File: config.mk
export PLATFORM = sky130hd
export DESIGN_NAME = dadda_cpa_pipe
export DESIGN_NICKNAME = d
export VERILOG_FILES = /design/src/rtl/dadda_cpa_pipe.sv
export SDC_FILE = /design/constraint.sdc
export NUM_CORES = 1
export LEC_CHECK = 0
export CAP_MARGIN = 10
export CORE_MARGIN = 2
export CORE_UTILIZATION = 40
export DETAILED_ROUTE_END_ITERATION = 16
export PLACE_DENSITY = 0.68
export SYNTH_ARGS = -nofsm -noshare
export SYNTH_HDL_FRONTEND = slang
export SYNTH_SLANG_ARGS = --single-unit
File: constraint.sdc
create_clock -name clk -period 5.1 [get_ports clk]
set_input_delay 0.765 -clock clk [delete_from_list [all_inputs] [get_ports clk]]
set_output_delay 0.765 -clock clk [all_outputs]
set_load 0.005 [all_outputs]
File: src/rtl/dadda_cpa_pipe.sv
// Final carry-propagate adder for the Dadda tree: two-stage split adder
// with valid/ready on both sides and one register slot per stage.
module dadda_cpa_pipe #(
    parameter int WIDTH = 64,
    parameter int SPLIT = 32
) (
    input  logic             clk,
    input  logic             rst,
    input  logic             in_valid,
    output logic             in_ready,
    input  logic [WIDTH-1:0] row_a,
    input  logic [WIDTH-1:0] row_b,
    output logic             out_valid,
    input  logic             out_ready,
    output logic [WIDTH-1:0] prod,
    output logic             cout
);

    localparam int HW = WIDTH - SPLIT;

    logic             s1_valid;
    logic             s2_valid;
    logic [SPLIT-1:0] lo;
    logic             c1;
    logic [HW-1:0]    ha;
    logic [HW-1:0]    hb;

    logic             s1_adv;
    logic             s2_adv;
    logic             acc;
    logic [SPLIT:0]   lo_sum;
    logic [HW:0]      hi_sum;

    assign s2_adv   = !s2_valid || out_ready;
    assign s1_adv   = !s1_valid || s2_adv;
    assign in_ready = s1_adv;
    assign acc      = in_valid && in_ready;

    assign out_valid = s2_valid;

    // One extra bit on each half captures the carry out of that half.
    assign lo_sum = {1'b0, row_a[SPLIT-1:0]} + {1'b0, row_b[SPLIT-1:0]};
    assign hi_sum = {1'b0, ha} + {1'b0, hb} + {{HW{1'b0}}, c1};

    always_ff @(posedge clk or posedge rst) begin
        if (rst) begin
            s1_valid <= 1'b0;
        end else if (acc) begin
            s1_valid <= 1'b1;
        end else if (s2_adv) begin
            s1_valid <= 1'b0;
        end
    end

    always_ff @(posedge clk or posedge rst) begin
        if (rst) begin
            s2_valid <= 1'b0;
        end else if (s1_valid && s2_adv) begin
            s2_valid <= 1'b1;
        end else if (out_ready) begin
            s2_valid <= 1'b0;
        end
    end

    // Data flops move only on an advance, so idle X inputs never leak in.
    always_ff @(posedge clk or posedge rst) begin
        if (rst) begin
            lo <= '0;
            c1 <= 1'b0;
            ha <= '0;
            hb <= '0;
        end else if (acc) begin
            lo <= lo_sum[SPLIT-1:0];
            c1 <= lo_sum[SPLIT];
            ha <= row_a[WIDTH-1:SPLIT];
            hb <= row_b[WIDTH-1:SPLIT];
        end
    end

    always_ff @(posedge clk or posedge rst) begin
        if (rst) begin
            prod <= '0;
            cout <= 1'b0;
        end else if (s1_valid && s2_adv) begin
            prod <= {hi_sum[HW-1:0], lo};
            cout <= hi_sum[HW];
        end
    end

endmodule

==> run summary <==
Post-Syn Instances = 866
DRT Pass-1 Iters = 4
slowest stage cell, crit path = fa_1
RSZ-0062 raised after global routing = false
setup TNS = 0 ps
largest family of logic cells by synthesized area = compound AO/OA/AOI/OAI gates
Initial Util = 40.6%
crit-path max FO = 3
number of global-route vias before repair = 7003
Synth Area in Adders = 9.25%
Synth Area in XOR/XNOR = 5.16%
count of final max-slew check failures = 0
Compound-Gate Fraction of Synth Area = 16.3%
WL/cell = 16.0 um
most common cell in the netlist = dfrtp_1
# H-tree levels = 4
final cell count without fillers = 1352
Fmax = 0.276 GHz
ranking of synthesized cells by area = dfrtp_1 (45%), mux2_2 (12%), ha_1 (8.6%)
outcome = completed
Fin Clk Skew = 8.24 ps
top layer in use = met5
CP Class = in -> reg
Avg Cell Area, Syn = 10.6 sq um
Worst-Skew Late Latency = 420 ps
routed length on met3 = 1290 um
async set-reset flop share out of synthesis = 100%
Total GRT Usage = 18.1%
die footprint = 0.0242 sq mm
Hold Crit Class = reg -> reg
Seq/Total Area, Yosys = 44.7%
chain of cells forming the critical path = clkdlybuf4s50_1 -> ha_1 -> fa_1 -> a211oi_1 -> o21ai_0 -> a21oi_1 -> o31ai_2 -> a221oi_2 -> o41ai_2 -> a221oi_2 -> o21ai_0 -> o311a_1
post-synth top area share = 44.7%
max cap viols = 0
Residual DRC = 0
dominant synthesized flop cell = dfrtp_1
Core Util, Final = 53.2%
Inst Count DP = 1318
CP startpoint kind = primary input
largest net degree at the start of global routing = 165
Req. time, crit path = 5410 ps
Peak VDD IR = 205 uV
initial antenna violation count = 2
Cell variety after synth = 63
Crit path buffers/inverters = 1
Port Buffers = 198
first-iteration detailed-routing DRC count = 303
Ports = 199
CTS Sinks = 164
Die Y = 155 um
Top Family by Delay on Critical Path = compound AO/OA/AOI/OAI gates
GRT Residual Overflow = 0
CTS clk-pin slew, worst paths = 70 ps
width of the die = 155 um
postcts setup bufs = 0
wl on met1 = 9860 um
Post-CTS Resized = 0
total routed wirelength = 21600 um
Post-Syn Area = 0.00917 sq mm
dpl ws = 1040 ps
nets@finish = 1250
Power Density = 406 mW/mm^2
row count = 55
fraction of layout cells with a size suffix above 1 = 14.3%
mux share of post-synthesis cell area = 12.6%
worst-margin pin slew = 1100 ps
Tmin final = 3620 ps
Area Overhead vs Synth = 30.9%
via count = 7137
final worst path period share = 71.0%
clk buf depth = 2
Post-synth EDFFs = 0
commonest cells in the netlist = dfrtp_1 (164), nand2_1 (103), mux2_2 (100)
Detail Route Antenna Nets = 0
DP HPWL = 15600 um
Core Region = 0.0226 sq mm
clock root buffer = clkbuf_16
Post-Synth Simple-Gate Area = 10.1%
max incr delay on CP = 440 ps
Yosys warning count = 0
first-pass GRT wire length = 35100 um
largest area contributor in the netlist = dfrtp_1
CTS tree = done
Fin. Hold Viols = 0
Setup WS post-layout = 1480 ps
Final setup viols = 0
Leakage = 5.15 nW
via/cell ratio = 5.28
CTS Hold Buffers Added = 0
routed wl met2 = 10100 um
TritonCTS buffer count = 17
CP Capture Type = flip-flop
slew margin rel. = 26.7%
WP data arrival = 3930 ps
Yosys reg bits = 164
RePlAce Congestion = 0.908
Synth Net Count = 1064
==> path summary, 6_finish.rpt <==
kind | start | to | slack (ps) | depth (start not counted)
worst max-delay path | row_a[0] | c1$_DFFE_PP0P_ | 1480 | 12
worst min-delay path | lo[26]$_DFFE_PP0P_ | lo[26]$_DFFE_PP0P_ | 470 | 2
worst max register to register | c1$_DFFE_PP0P_ | prod[62]$_DFFE_PP0P_ | 1500 | 11
worst min register to register | lo[26]$_DFFE_PP0P_ | lo[26]$_DFFE_PP0P_ | 470 | 2
max in group asynchronous | rst | prod[59]$_DFFE_PP0P_ | 3460 | 3
min in group asynchronous | rst | hb[25]$_DFFE_PP0P_ | 900 | 3
==> tightest hold or removal path: cells and delay by family, from the launching register on <==
kind,cells,cell delay [ps]
compound gates,1,50
flops,1,340
simple gates,1,40
==> through the flow <==
stage / hold WS (ps) / area, sq um / power [mW]
final: 474 / 12000 / 4.87
after global routing: 502 / 12000 / 5.21
after CTS: 478 / 12000 / 4.94
after detailed placement: 463 / 11400 / 3.68
after global placement: 458 / 11400 / 3.65
after floorplan: 445 / 9180 / 2.84
==> where the power goes <==
| part | switching, mW | total, mW | internal, mW |
|---|---|---|---|
| Clock | 0.548 | 1.23 | 0.678 |
| Combinational | 0.784 | 1.79 | 1.00 |
| Sequential | 0.208 | 1.86 | 1.65 |
==> cells in the final DEF, fill, tap and decap left out, drive strengths merged, types with 7 or more instances in the layout <==
cell type        n
a211oi          10
a21o            27
a21oi           60
clkbuf          18
clkdlybuf4s50  198
dfrtp          164
ha              63
inv             16
mux2           100
nand2          103
nand2b           9
nand3           11
nand4            7
nor2            29
nor3             7
nor3b            8
o211ai           7
o21ai           82
o21bai           8
xnor2           24
xor2            30
==> logic make-up (layout without fill, tap and decap cells) <==
kind of cell / after synthesis / after routing
AO/OA/AOI/OAI: 234 / 234
AND/OR/NAND/NOR: 199 / 199
flip-flops: 164 / 164
multiplexers: 103 / 103
adder cells (fa/ha/maj): 66 / 66
XOR/XNOR: 54 / 54
buffers and inverters: 46 / 245
other: 0 / 2
==> per-layer routing <==
layer,vias to the layer above,GRT usage [%]
li1,3529,-
met4,2,4.67
met1,3393,23.9
met2,192,29.7
met5,-,0
met3,21,4.54
==> state kept, by name, summed over array words and instances, names as in the netlist <==
| signal | flops |
|---|---|
| ha | 32 |
| c1 | 1 |
| hb | 32 |
| out_valid | 1 |
| prod | 64 |
| cout | 1 |
| s1_valid | 1 |
| lo | 32 |
==> final cells by class <==
class | instances | area [sq um]
fill | 1999 | 10600
multi-input combinational | 656 | 4910
timing repair buffer | 201 | 2030
clock buffer | 18 | 429
inverter | 12 | 48.8
sequential | 164 | 4100
clock inverter | 14 | 129
tap | 285 | 357
antenna | 2 | 5.00
(Power assumes the default switching activity.)
